## src/rtl/axi_wr_scheduler.sv

```systemverilog
// Shares one AXI4 AW/W/B path between NumSrc requesters: round-robin AW grant, in-order W ownership,
// B routing and per-source outstanding credit. AW grant is combinational and held until accepted.
module axi_wr_scheduler #(
  parameter int NumSrc     = 3,
  parameter int OrderDepth = 4,
  parameter int MaxOutst   = 4,
  localparam int SelW      = (NumSrc > 1) ? $clog2(NumSrc) : 1
) (
  input  logic              clk_i,
  input  logic              rst_ni,
  input  logic [NumSrc-1:0] src_aw_valid_i,
  output logic [NumSrc-1:0] src_aw_ready_o,
  output logic              aw_valid_o,
  input  logic              aw_ready_i,
  output logic [SelW-1:0]   aw_sel_o,
  input  logic [NumSrc-1:0] src_w_valid_i,
  input  logic [NumSrc-1:0] src_w_last_i,
  output logic [NumSrc-1:0] src_w_ready_o,
  output logic              w_valid_o,
  input  logic              w_ready_i,
  output logic [SelW-1:0]   w_sel_o,
  input  logic              b_valid_i,
  input  logic [SelW-1:0]   b_src_i,
  output logic              b_ready_o,
  output logic [NumSrc-1:0] src_b_valid_o,
  input  logic [NumSrc-1:0] src_b_ready_i,
  output logic              busy_o,
  output logic              err_o
);

  localparam int CntW = $clog2(MaxOutst + 1);
  localparam int PtrW = $clog2(OrderDepth);
  localparam int OccW = PtrW + 1;

  logic [SelW-1:0] rr_q, rr_d;
  logic            lock_q, lock_d;
  logic [SelW-1:0] lock_sel_q, lock_sel_d;
  logic [SelW-1:0] fifo_q [OrderDepth];
  logic [PtrW-1:0] wr_ptr_q, rd_ptr_q;
  logic [OccW-1:0] occ_q, occ_d;
  logic [CntW-1:0] cnt_q [NumSrc];
  logic            err_q, err_d;

  logic              fifo_full, fifo_empty;
  logic              aw_vld, aw_hs;
  logic [SelW-1:0]   aw_sel, idx;
  logic              w_own, w_vld, w_pop, push_eff, pop_eff;
  logic [SelW-1:0]   w_sel;
  logic [NumSrc-1:0] w_rdy_vec, b_vld_vec, inc_vec, dec_vec;
  logic              b_in_range, b_rdy, b_hs, any_cnt;

  assign fifo_full  = (occ_q == OccW'(OrderDepth));
  assign fifo_empty = (occ_q == '0);

  // Downward scan so the smallest offset from rr_q is the last (winning) assignment.
  always_comb begin
    aw_vld = 1'b0;
    aw_sel = '0;
    idx    = '0;
    if (lock_q) begin
      aw_vld = 1'b1;
      aw_sel = lock_sel_q;
    end else if (!fifo_full) begin
      for (int k = NumSrc - 1; k >= 0; k--) begin
        idx = SelW'((int'(rr_q) + k) % NumSrc);
        if (src_aw_valid_i[idx] && (cnt_q[idx] < CntW'(MaxOutst))) begin
          aw_vld = 1'b1;
          aw_sel = idx;
        end
      end
    end
  end

  assign aw_hs      = aw_vld & aw_ready_i;
  assign lock_d     = aw_vld & ~aw_ready_i;
  assign lock_sel_d = aw_sel;
  assign rr_d       = !aw_hs ? rr_q :
                      (int'(aw_sel) == NumSrc - 1) ? '0 : aw_sel + 1'b1;

  // An empty FIFO lets the write being granted this cycle own W immediately.
  always_comb begin
    w_own     = 1'b0;
    w_sel     = '0;
    w_rdy_vec = '0;
    if (!fifo_empty) begin
      w_own = 1'b1;
      w_sel = fifo_q[rd_ptr_q];
    end else if (aw_hs) begin
      w_own = 1'b1;
      w_sel = aw_sel;
    end
    w_vld = w_own & src_w_valid_i[w_sel];
    if (w_own) w_rdy_vec[w_sel] = w_ready_i;
    w_pop = w_vld & w_ready_i & src_w_last_i[w_sel];
  end

  assign push_eff = aw_hs & ~(fifo_empty & w_pop);
  assign pop_eff  = w_pop & ~fifo_empty;
  assign occ_d    = occ_q + OccW'(push_eff) - OccW'(pop_eff);

  always_comb begin
    b_in_range = (int'(b_src_i) < NumSrc);
    b_vld_vec  = '0;
    b_rdy      = 1'b1;
    if (b_in_range) begin
      b_vld_vec[b_src_i] = b_valid_i;
      b_rdy              = src_b_ready_i[b_src_i];
    end
    b_hs  = b_valid_i & b_rdy;
    err_d = err_q;
    if (b_hs && (!b_in_range || (cnt_q[b_src_i] == '0))) err_d = 1'b1;
  end

  always_comb begin
    any_cnt = 1'b0;
    inc_vec = '0;
    dec_vec = '0;
    for (int i = 0; i < NumSrc; i++) begin
      inc_vec[i] = aw_hs && (aw_sel == SelW'(i));
      dec_vec[i] = b_hs && b_in_range && (b_src_i == SelW'(i));
      if (cnt_q[i] != '0) any_cnt = 1'b1;
    end
  end

  always_ff @(posedge clk_i or negedge rst_ni) begin
    if (!rst_ni) begin
      rr_q       <= '0;
      lock_q     <= 1'b0;
      lock_sel_q <= '0;
      wr_ptr_q   <= '0;
      rd_ptr_q   <= '0;
      occ_q      <= '0;
      err_q      <= 1'b0;
      for (int i = 0; i < OrderDepth; i++) fifo_q[i] <= '0;
      for (int i = 0; i < NumSrc; i++) cnt_q[i] <= '0;
    end else begin
      rr_q       <= rr_d;
      lock_q     <= lock_d;
      lock_sel_q <= lock_sel_d;
      occ_q      <= occ_d;
      err_q      <= err_d;
      if (push_eff) begin
        fifo_q[wr_ptr_q] <= aw_sel;
        wr_ptr_q         <= wr_ptr_q + 1'b1;
      end
      if (pop_eff) rd_ptr_q <= rd_ptr_q + 1'b1;
      // A simultaneous grant and response for one source cancel out.
      for (int i = 0; i < NumSrc; i++) begin
        if (inc_vec[i] && !dec_vec[i]) cnt_q[i] <= cnt_q[i] + 1'b1;
        else if (dec_vec[i] && !inc_vec[i] && (cnt_q[i] != '0)) cnt_q[i] <= cnt_q[i] - 1'b1;
      end
    end
  end

  // Combinational paths are gated so every output reads 0 while reset is held.
  assign aw_valid_o     = rst_ni & aw_vld;
  assign aw_sel_o       = rst_ni ? aw_sel : '0;
  assign src_aw_ready_o = (rst_ni && aw_hs) ? (NumSrc'(1) << aw_sel) : '0;
  assign w_valid_o      = rst_ni & w_vld;
  assign w_sel_o        = rst_ni ? w_sel : '0;
  assign src_w_ready_o  = rst_ni ? w_rdy_vec : '0;
  assign src_b_valid_o  = rst_ni ? b_vld_vec : '0;
  assign b_ready_o      = rst_ni & b_rdy;
  assign busy_o         = rst_ni & (~fifo_empty | any_cnt | aw_vld);
  assign err_o          = rst_ni & err_q;

endmodule

```

## config.mk

```make
export PLATFORM = sky130hd
export DESIGN_NAME = axi_wr_scheduler
export DESIGN_NICKNAME = d
export VERILOG_FILES = /design/src/rtl/axi_wr_scheduler.sv
export SDC_FILE = /design/constraint.sdc
export NUM_CORES = 1
export LEC_CHECK = 0
export ABC_AREA = 1
export CORE_ASPECT_RATIO = 1.4
export CORE_MARGIN = 2
export CORE_UTILIZATION = 39
export DETAILED_ROUTE_END_ITERATION = 8
export SLEW_MARGIN = 20
export SYNTH_ARGS = -nofsm -noshare
export SYNTH_HDL_FRONTEND = slang
export SYNTH_SLANG_ARGS = --single-unit
```

## constraint.sdc

```tcl
create_clock -name clk_i -period 4 [get_ports clk_i]
set_clock_uncertainty 0.15 [all_clocks]
set_input_delay 0.8 -clock clk_i [delete_from_list [all_inputs] [get_ports clk_i]]
set_output_delay 0.8 -clock clk_i [all_outputs]
set_load 0.005 [all_outputs]
```

==> impl_metrics.yaml <==
run_status:
  status: "completed"
placed_design:
  place_ws_ns: -0.199
  gp_congestion: 0.808
  numPortBuffers: 36
  postPlaceCellArea_um2: 2800
  dp_hpwl_um: 4440
drt:
  routedWlPerCell_um: 12.9
  drt_wl_total_um: 5590
  viasPerCell: 4.83
  drtPass1Iterations: 4
  vias: 2096
  drt_iter0_drc: 77
  drtAntennaViolNets: 0
  remaining_drc_errors: 0
synthesis:
  synthFlopType: "dfrtp_1"
  synth.most_common_cell: "nand2_1"
  netlist_top_cells_count: "nand2_1, inv_1, nor2_1"
  synth_top_area_frac: 0.336
  synth_edf_count: 0
  ys_seq_elements: 30
  ys_types: 30
  synth_area_leaders: "dfrtp_1, nand2_1, nand3_1, inv_1, nor2_1"
  synth_top_cell_by_area: "dfrtp_1"
  syn_avg_cell_area_um2: 7.38
  yosysSeqAreaShare: 0.336
  syn_area_um2: 2230
  yosysWarnings: 0
  synthCells: 303
  syn-num-nets: 336
  async_reset_ff_frac: 1.00
power_and_ir_drop:
  leakage_nw: 1.55
  vdd_drop_max_uv: 412
  power_density_nw_per_um2: 865
floorplan:
  ioPinCount: 37
  num_rows: 32
  dieArea_um2: 6360
  start_util: 0.404
  core_area_um2: 5530
  fp.dieH_um: 93.6
  die_w_um: 68.0
global_routing:
  grt_use_total: 0.200
  grt_pass1_wl_um: 9690
  antenna_found_initial: 0
  grt_max_degree: 21
  grt_pass1_vias: 2120
  grt_overflow: 0
timing:
  timing.hold.ws_ns: 0.322
  drv_slew: 0
  finalWorstSetupSlack_ns: 0.242
  max_freq_mhz: 266
  relSlewSlack: 0.659
  finalSetupViolations: 0
  finalCritPeriodShare: 0.940
  hold_viol: 0
  period_minus_slack_ns: 3.76
  worst_pin_slew_ns: 0.510
final_layout:
  post-route-util: 0.546
  n_antenna_cell: 0
  fillCellCount: 532
  nNetsFinal: 398
  syn_to_final_growth_pct: 35.0
  design_area_um2: 3020
  layout-drive-gt1-share: 0.208
setup_path:
  cp_slowest_stage_delay_ns: 0.39
  endpoint_kind: "flop"
  cp_slowest_cell: "dfrtp_1"
  path_class: "flop to flop"
  path_max_fanout: 9
  cpMostUsedCell: "nand2_2"
  crit_arrival_ns: 3.78
  required_ns: 4.02
  cp-start-kind: "flop"
min_path:
  holdCritPathClass: "flop to flop"
run:
  maxCapViolCount: 0
cts:
  clkTransAtPathRegs_ns: 0.07
  cts.sink_count: 30
  max-clock-path-buffers: 2
  root_buffer: "clkbuf_8"
  htree_levels: 2
  cts_buffers: 5
  cts_tree: "built"
  insertion_delay_ns: 0.28
  cts_hold_buf: 0
critical path: cells and delay by family (launching register included):
kind / cells / cell delay, ns
fa+ha+maj: 4 / 1.10
simple gates: 13 / 1.05
buf+inv: 6 / 0.50
flops: 1 / 0.39
xor+xnor: 2 / 0.28
compound gates: 1 / 0.15
path summary, 6_finish.rpt:
kind / from / slack [ns] / cells past startpoint / end
max: rr_q[0]$_DFFE_PN0N_ / 0.24 / 26 / occ_q[2]$_DFF_PN0_
min: fifo_q[6]$_DFFE_PN0P_ / 0.32 / 2 / fifo_q[6]$_DFFE_PN0P_
max reg2reg: rr_q[0]$_DFFE_PN0N_ / 0.24 / 26 / occ_q[2]$_DFF_PN0_
min reg2reg: fifo_q[6]$_DFFE_PN0P_ / 0.32 / 2 / fifo_q[6]$_DFFE_PN0P_
max in group asynchronous: rst_ni / 2.60 / 2 / occ_q[0]$_DFF_PN0_
min in group asynchronous: rst_ni / 0.83 / 2 / fifo_q[5]$_DFFE_PN0P_
timing repair:
item / 4_1_cts / 5_1_grt
cloned: 0 / 0
pin swaps: 2 / 14
endpoints found under the setup margin: 4 / 11
gates resized for setup: 5 / 25
setup buffers: 1 / 3
state kept, by name, summed over array words and instances (netlist names):
signal	cells
cnt_q	9
fifo_q	8
occ_q	3
lock_sel_q	2
rd_ptr_q	2
rr_q	2
wr_ptr_q	2
err_q	1
lock_q	1
cells by family after synthesis:
| family | synth area share |
|---|---|
| simple gates | 0.401 |
| buf+inv | 0.0789 |
| flops | 0.336 |
| compound gates | 0.0470 |
| fa+ha+maj | 0.0918 |
| xor+xnor | 0.0353 |
| mux | 0.0101 |
power breakdown:
part,leakage (nW),switching (mW),internal [mW]
combinational,1.14,0.971,0.789
clock,0.0472,0.125,0.138
sequential,0.369,0.141,0.445
total,1.55,1.24,1.37
final cells by class:
type / instances / area [um2] / share of cell area
clock buffers: 6 / 82.6 / 0.0274
multi-input cells: 228 / 1380 / 0.457
inverters: 41 / 156 / 0.0518
flip-flops and latches: 30 / 751 / 0.249
well taps: 68 / 85.1 / 0.0282
clock inverters: 2 / 12.5 / 0.00415
repair buffers: 59 / 549 / 0.182
cells in the final DEF, fill, tap and decap left out, types with 2 or more instances in the layout:
cell and instances:
nand2_1 77, o21ai_0 10, xor2_1 7, nand2_4 8, a21oi_1 3, nor3_1 5
nand3_1 28, nor2_1 33, nand3_2 6, nand2_2 10, nor2_2 3, buf_4 22
clkdlybuf4s50_1 30, clkbuf_8 6, inv_2 5, dlymetal6s2s_1 3, inv_1 34, ha_1 8
nand4_1 9, dlygate4sd2_1 3, fa_1 3, nor3_4 2, mux2_2 2, dfrtp_1 30
layer usage:
metal  share of wire  track usage  vias up
met5               0            0        -
met4           0.017       0.0517        0
met3           0.021       0.0349        9
met2            0.56        0.377       25
met1            0.40        0.221      977
li1                -            -     1085
per-stage QoR:
step	total power, mW	TNS [ns]	cells
floorplan	1.61	0	303
global placement	2.16	-0.366	422
detailed placement	2.18	-0.423	422
CTS	2.46	-0.0217	431
global route	2.89	-0.0473	434
finish	2.61	0	434
No activity file was read; power rests on OpenSTA's default activity.
